--- src/rtl/pwm_peripheral.sv ---
// pwm_peripheral: 16-channel PWM / static output driver.
//
// A prescaler divides clk by CLK_DIV to step an 8-bit PWM counter; one PWM
// period is 256*CLK_DIV clk cycles. Each output bit is either forced low,
// driven high, or follows the shared PWM level. All channels share one
// counter, so every PWM-mode output is phase-aligned.
//
// Build option:
//   PWM_DUTY_SHADOW_EN - when defined, the duty input is captured only at the
//                        period wrap, so a mid-period change waits for the
//                        next period start. When undefined, the duty input
//                        feeds the comparator directly.
//
// No valid/ready handshakes and no FSM: the datapath is a free-running
// prescaler and counter with registered outputs.
`timescale 1ns/1ps

module pwm_peripheral #(
    parameter int unsigned CLK_DIV = 3000
) (
    input  logic        clk,
    input  logic        reset,
    input  logic [7:0]  en_reg_out_7_0,
    input  logic [7:0]  en_reg_out_15_8,
    input  logic [7:0]  en_reg_pwm_7_0,
    input  logic [7:0]  en_reg_pwm_15_8,
    input  logic [7:0]  pwm_duty_cycle,
    output logic [15:0] out,
    output logic        pwm_sync
);

    localparam logic [15:0] PRE_MAX = 16'(CLK_DIV - 1);

    logic [15:0] pre_cnt;
    logic [7:0]  pwm_cnt;
    logic        tick;
    logic        period_wrap;
    logic [7:0]  duty_active;
    logic        pwm_level;
    logic [15:0] en_out;
    logic [15:0] en_pwm;

    assign en_out      = {en_reg_out_15_8, en_reg_out_7_0};
    assign en_pwm      = {en_reg_pwm_15_8, en_reg_pwm_7_0};
    assign tick        = (pre_cnt == PRE_MAX);
    assign period_wrap = tick && (pwm_cnt == 8'hFF);

    // Prescaler: counts 0..CLK_DIV-1; tick marks the last cycle of each step.
    always_ff @(posedge clk or negedge reset) begin
        if (!reset) begin
            pre_cnt <= '0;
        end else if (tick) begin
            pre_cnt <= '0;
        end else begin
            pre_cnt <= pre_cnt + 16'd1;
        end
    end

    // PWM counter: advances once per prescaler step, wraps 255 -> 0 naturally.
    always_ff @(posedge clk or negedge reset) begin
        if (!reset) begin
            pwm_cnt <= '0;
        end else if (tick) begin
            pwm_cnt <= pwm_cnt + 8'd1;
        end
    end

    // Period marker: high during the first cycle of pwm_cnt == 0.
    always_ff @(posedge clk or negedge reset) begin
        if (!reset) begin
            pwm_sync <= 1'b0;
        end else begin
            pwm_sync <= period_wrap;
        end
    end

`ifdef PWM_DUTY_SHADOW_EN
    // Duty shadow: capture the requested duty only at the period boundary,
    // so each period runs with a single consistent duty value.
    always_ff @(posedge clk or negedge reset) begin
        if (!reset) begin
            duty_active <= 8'h00;
        end else if (period_wrap) begin
            duty_active <= pwm_duty_cycle;
        end
    end
`else
    // Unbuffered duty: the comparator sees the input directly.
    assign duty_active = pwm_duty_cycle;
`endif

    // Shared PWM level; 0xFF is special-cased so full duty never dips at wrap.
    always_comb begin
        pwm_level = 1'b0;
        if (duty_active == 8'hFF) begin
            pwm_level = 1'b1;
        end else begin
            pwm_level = (pwm_cnt < duty_active);
        end
    end

    // Output stage: enable gates everything, then PWM mode selects the level.
    always_ff @(posedge clk or negedge reset) begin
        if (!reset) begin
            out <= 16'h0000;
        end else begin
            out <= en_out & (~en_pwm | {16{pwm_level}});
        end
    end

endmodule
--- config.mk ---
export PLATFORM = sky130hd
export DESIGN_NAME = pwm_peripheral
export DESIGN_NICKNAME = d
export VERILOG_FILES = /design/src/rtl/pwm_peripheral.sv
export SDC_FILE = /design/constraint.sdc
export NUM_CORES = 1
export LEC_CHECK = 0
export CAP_MARGIN = 25
export CORE_UTILIZATION = 43
export CTS_BUF_LIST = sky130_fd_sc_hd__clkbuf_16
export CTS_CLUSTER_DIAMETER = 30
export DETAILED_ROUTE_END_ITERATION = 7
export HOLD_SLACK_MARGIN = 0.1
export PLACE_DENSITY = 0.86
export SLEW_MARGIN = 20
export SYNTH_ARGS = -nofsm -noshare
export SYNTH_HDL_FRONTEND = slang
export SYNTH_SLANG_ARGS = --single-unit
--- constraint.sdc ---
create_clock -name clk -period 1.69 [get_ports clk]
set_input_delay 0.4225 -clock clk [delete_from_list [all_inputs] [get_ports clk]]
set_output_delay 0.4225 -clock clk [all_outputs]
set_load 0.05 [all_outputs]
Yosys cells after proc, flatten, opt, wreduce, memory -nomap -nowiden
Cells that the tools add are included.
- flip-flop bits (word level): 41
- input bits: 42
- output and inout port bits: 17
- add/subtract/negate cells: 2
- magnitude comparators: 1
- equal/unequal tests: 3
- multiplexer cells: 2
- bitwise operators: 3
- reductions and logical operators: 1
- operator list (cell ; number):
    16-bit by 1-bit adder with 16-bit output (second input constant) ; 1
    16-bit bitwise AND ; 1
    16-bit by 12-bit == test with 1-bit output (second input constant) ; 1
    8-bit == test (second input constant) ; 2
    16-bit 2-to-1 mux ; 1
    16-bit NOT ; 1
    16-bit bitwise OR ; 1
    8-bit by 1-bit adder with 8-bit output (second input constant) ; 1
    8-bit less-than comparator ; 1
    1-bit logical AND ; 1
    1-bit 2-to-1 mux ; 1

Longest topological paths before layout
Gate-level depths: netlist (run 1).
- word-level depth: 4
- gate-level depth with buffers: 7
- gate-level depth less buffers: 6

Worst setup path after synthesis (run 1)
No wires, ideal clock.
- kind: in2reg
- from: input pwm_duty_cycle[7]
- to: register out[10]
- arrival: 1.630 ns
- setup slack: -0.062 ns
- stages: 7
- path buffers: 1
- cells stage by stage: inv_1 -> ha_1 -> and4_1 -> o21ai_1 -> o32ai_2 -> buf_6 -> a21boi_2
- word-level cells in the longest chain between the ends: 4
- elaborated cells on any way between the ends: 5
- classes of those cells: order compare (1); eq/ne (1); mux (1); bitwise (2)
- RTL lines (what ; RTL line ; text):
    start, declared ; 27 ; input logic [7:0] pwm_duty_cycle,
    8-bit less-than comparator or 8-bit == test (tied branches) ; 98, 95 ;
    1-bit 2-to-1 mux * ; 95 ; if (duty_active == 8'hFF) begin
    16-bit bitwise OR * ; 107 ; out <= en_out & (~en_pwm | {16{pwm_level}});
    16-bit bitwise AND * ; 107 ;
    end signal, assigned ; 107 ;
    end, declared ; 28 ; output logic [15:0] out,
Every way passes the cells marked *; elsewhere a longest branch is shown, timed or not.
A chain may end at the register's enable or synchronous reset.

Worst setup path in the final report (run 1)
- from: register pwm_cnt[7]
- to: register out[5]
- word-level cells in the longest chain between the ends: 4
- RTL lines (what ; RTL line ; text):
    start, declared ; 35 ; logic [7:0] pwm_cnt;
    start signal, assigned ; 64 ; pwm_cnt <= pwm_cnt + 8'd1;
    8-bit less-than comparator ; 98 ; pwm_level = (pwm_cnt < duty_active);
    1-bit 2-to-1 mux ; 95 ;
    16-bit bitwise OR ; 107 ;
    16-bit bitwise AND ; 107 ;
Every way passes these cells.

==> impl_metrics.toml, run 1 <==
[run_status]
status = "finished with violations"
violations = "setup timing"

[grt]
grt_pass1_wl_mm = 7.51
track_usage_pct = 19.7
overflow = 0
grt_pass1_vias = 1651
antenna_found_initial = 0
grt_max_degree = 24

[job]
maxCapViolations = 0

[finish]
area_growth_pct = 49.4
final_cell_mix = "40 x dfrtp_1, 36 x buf_4, 33 x clkdlybuf4s50_1"
drive_above_1_share_pct = 34.3
fin_nets = 301
seq_area_um2 = 1030
num_antenna_cells = 0
nFillCells = 341
multiInputGateArea_um2 = 1040
final_util_pct = 68.4
layout_commonest_cell = "dfrtp_1"

[logic_synthesis]
synth_edf_count = 0
seq_area_frac_synth_pct = 50.5
synth_nets = 216
synthCells = 165
ys_seq_elements = 41
synth_area_um2 = 2030
syn_area_per_cell_um2 = 12.3
postSynth.asyncResetShare_pct = 100
synth_flop_cell = "dfrtp_1"
synth_cell_types = 35
ys_warn_count = 0

[place]
hpwlAfterDp_mm = 3.22
pre_cts_slack_ns = -0.562
gp_congestion = 0.807
port_buffers = 58

[drt]
vias = 1549
drtIter0Drc = 68
drt_first_pass_iters = 4
wl_per_cell_um = 14.4
drt_wl_total_mm = 4.37
drc = 0
viasPerCell = 5.11
antenna_left = 0

[worst_setup_path]
crit_fanout = 8
start_kind = "flop"
cp_cell_sequence = "ha_4 -> and4_1 -> o21ai_2 -> o32ai_2 -> buf_4 -> clkbuf_16 -> a21boi_2"
crit_path_top_delay_cell = "dfrtp_1"
cp.required_ns = 1.86
setup.worst_path.class = "reg -> reg"
crit_path_end_kind = "flop"
cp.arrival_ns = 1.87
critPathMaxStageDelay_ns = 0.41

[floorplanning]
die_y_um = 70.8
core_um2 = 4440
core.rowCount = 24
die_x_um = 70.8
start_util_pct = 45.7
dieArea_um2 = 5010
ioPinCount = 59

[timing]
finalSetupViolCount = 8
finalCriticalPeriod_ns = 1.70
slew_violations = 0
worstMarginPinSlew_ns = 0.453
hold_ws_ns = 0.537
worst_slack_ns = -0.00799
relSlewSlack_pct = 69.8
worst_clock_skew_ns = 0.00279
totalNegativeSetupSlack_ns = -0.0455
hold_viol = 0
rsz0062_at_grt = "yes"
fmax_mhz = 589
fin_crit_sh_pct = 100

[pwr]
pwr-share-comb_pct = 12.6
ir_worst_vdd_mv = 0.546
clkPwrFrac_pct = 41.4
intPower_uw = 1680
total_power_uw = 2190
power_density_nw_per_um2 = 721
cellLeakagePower_uw = 0.00141
power.switching_uw = 513
p_seq_share_pct = 45.9
p_sw_share_pct = 23.4

[clocking]
clock-sinks = 41
clk_pin_slew_worst_paths_ns = 0.06
clk_latency_ns = 0.28
cts_root_buffer = "clkbuf_16"
cts_tree = "yes"
cts_buffers = 5
htree_num_levels = 2
clk_path_buf_depth = 2

[hold_path]
hold_class = "reg -> reg"
[power by group through the flow]
stage / Clock (µW) / Sequential [µW] / Combinational (µW)
after floorplan: 0 / 1100 / 38.2
after CTS: 928 / 1010 / 279
after global routing: 982 / 1010 / 297
final: 908 / 1010 / 276
after global placement: 0 / 1020 / 270
after detailed placement: 0 / 1020 / 277
[layout make-up]
| type | count | area share, % |
|---|---|---|
| clock inverter | 3 | 0.618 |
| timing repair buffer | 81 | 24.0 |
| inverter | 9 | 1.11 |
| sequential | 41 | 33.8 |
| tap | 52 | 2.14 |
| clock buffer | 5 | 4.12 |
| multi-input combinational | 112 | 34.2 |
[metal layers]
layer / up-vias / global-route usage [%] / share of wire, %
met5: - / 0 / 0
met3: 8 / 7.26 / 7.0
met4: 0 / 8.67 / 1.6
met2: 59 / 33.0 / 50
met1: 727 / 22.7 / 42
li1: 755 / - / -
[cell usage after synthesis (3+ instances only)]
master	number	share of area [%]
xnor2_2	3	2.4
inv_1	9	1.7
and3_1	5	1.5
nand4_1	7	2.2
a21boi_2	10	5.5
and4_1	6	2.6
a21boi_0	6	2.2
nand3_1	7	1.7
buf_6	3	1.7
nor2_1	10	1.8
nand2_1	5	0.92
ha_1	9	5.5
xor2_1	5	2.2
xnor2_1	11	4.7
o21ai_1	3	0.74
dfrtp_1	41	50
[path summary, 6_finish.rpt]
check	startpoint	endpoint	slack (ns)	cells after the start
max	pwm_cnt[7]	out[5]	-0.008	7
min	pre_cnt[15]	pre_cnt[15]	0.54	1
max reg2reg	pwm_cnt[7]	out[5]	-0.008	7
min reg2reg	pre_cnt[15]	pre_cnt[15]	0.54	1
max in group asynchronous	reset	pwm_cnt[6]	0.59	3
min in group asynchronous	reset	pwm_sync	0.62	2
[sequential cells by signal, summed over array words and instances, names as in the netlist]
| register | cells |
|---|---|
| pwm_sync | 1 |
| pwm_cnt | 8 |
| out | 16 |
| pre_cnt | 16 |
[stage by stage]
| step | std cells | instance area (µm²) |
|---|---|---|
| 2_1_floorplan | 165 | 2060 |
| 3_3_place_gp | 289 | 2780 |
| 4_1_cts | 302 | 3000 |
| 3_5_place_dp | 289 | 2780 |
| 6_report | 303 | 3040 |
| 5_1_grt | 303 | 3040 |
[logic make-up (layout without fill, tap and decap cells)]
family          after synthesis  after routing  synth area share, %
compound gates               26             26                 12.6
buf+inv                      12             98                 3.32
mux                           1              1                0.554
fa+ha+maj                     9              9                 5.54
flops                        41             41                 50.5
xor+xnor                     19             19                 9.29
simple gates                 57             57                 18.3
[repair_timing]
item / in CTS / in global routing
endpoints found under the setup margin: 16 / 25
setup buffers: 3 / 2
gates cloned: 1 / 0
gates resized for setup: 20 / 12
hold buffers: 1 / 0
pin swaps: 10 / 3
hold endpoints to repair: 18 / 0
[worst max-delay path, delay by kind of cell, from the launching register on]
kind | cells | cell delay (ns)
AND/OR/NAND/NOR | 1 | 0.19
flip-flops | 1 | 0.41
adder cells (fa/ha/maj) | 1 | 0.29
AO/OA/AOI/OAI | 3 | 0.38
buffers and inverters | 2 | 0.32
(Power assumes the default switching activity.)
==> run 2: changes to the inputs <==
- ABC_CLOCK_PERIOD_IN_PS: not set -> 1690
==> results of run 2 <==
The final DEF is identical to that of run 1; final timing and power are the same.
==> run 3: changes to the inputs <==
- SLEW_MARGIN: 20 -> 10
==> results of run 3 <==
The final DEF is identical to that of run 1; final timing and power are the same.
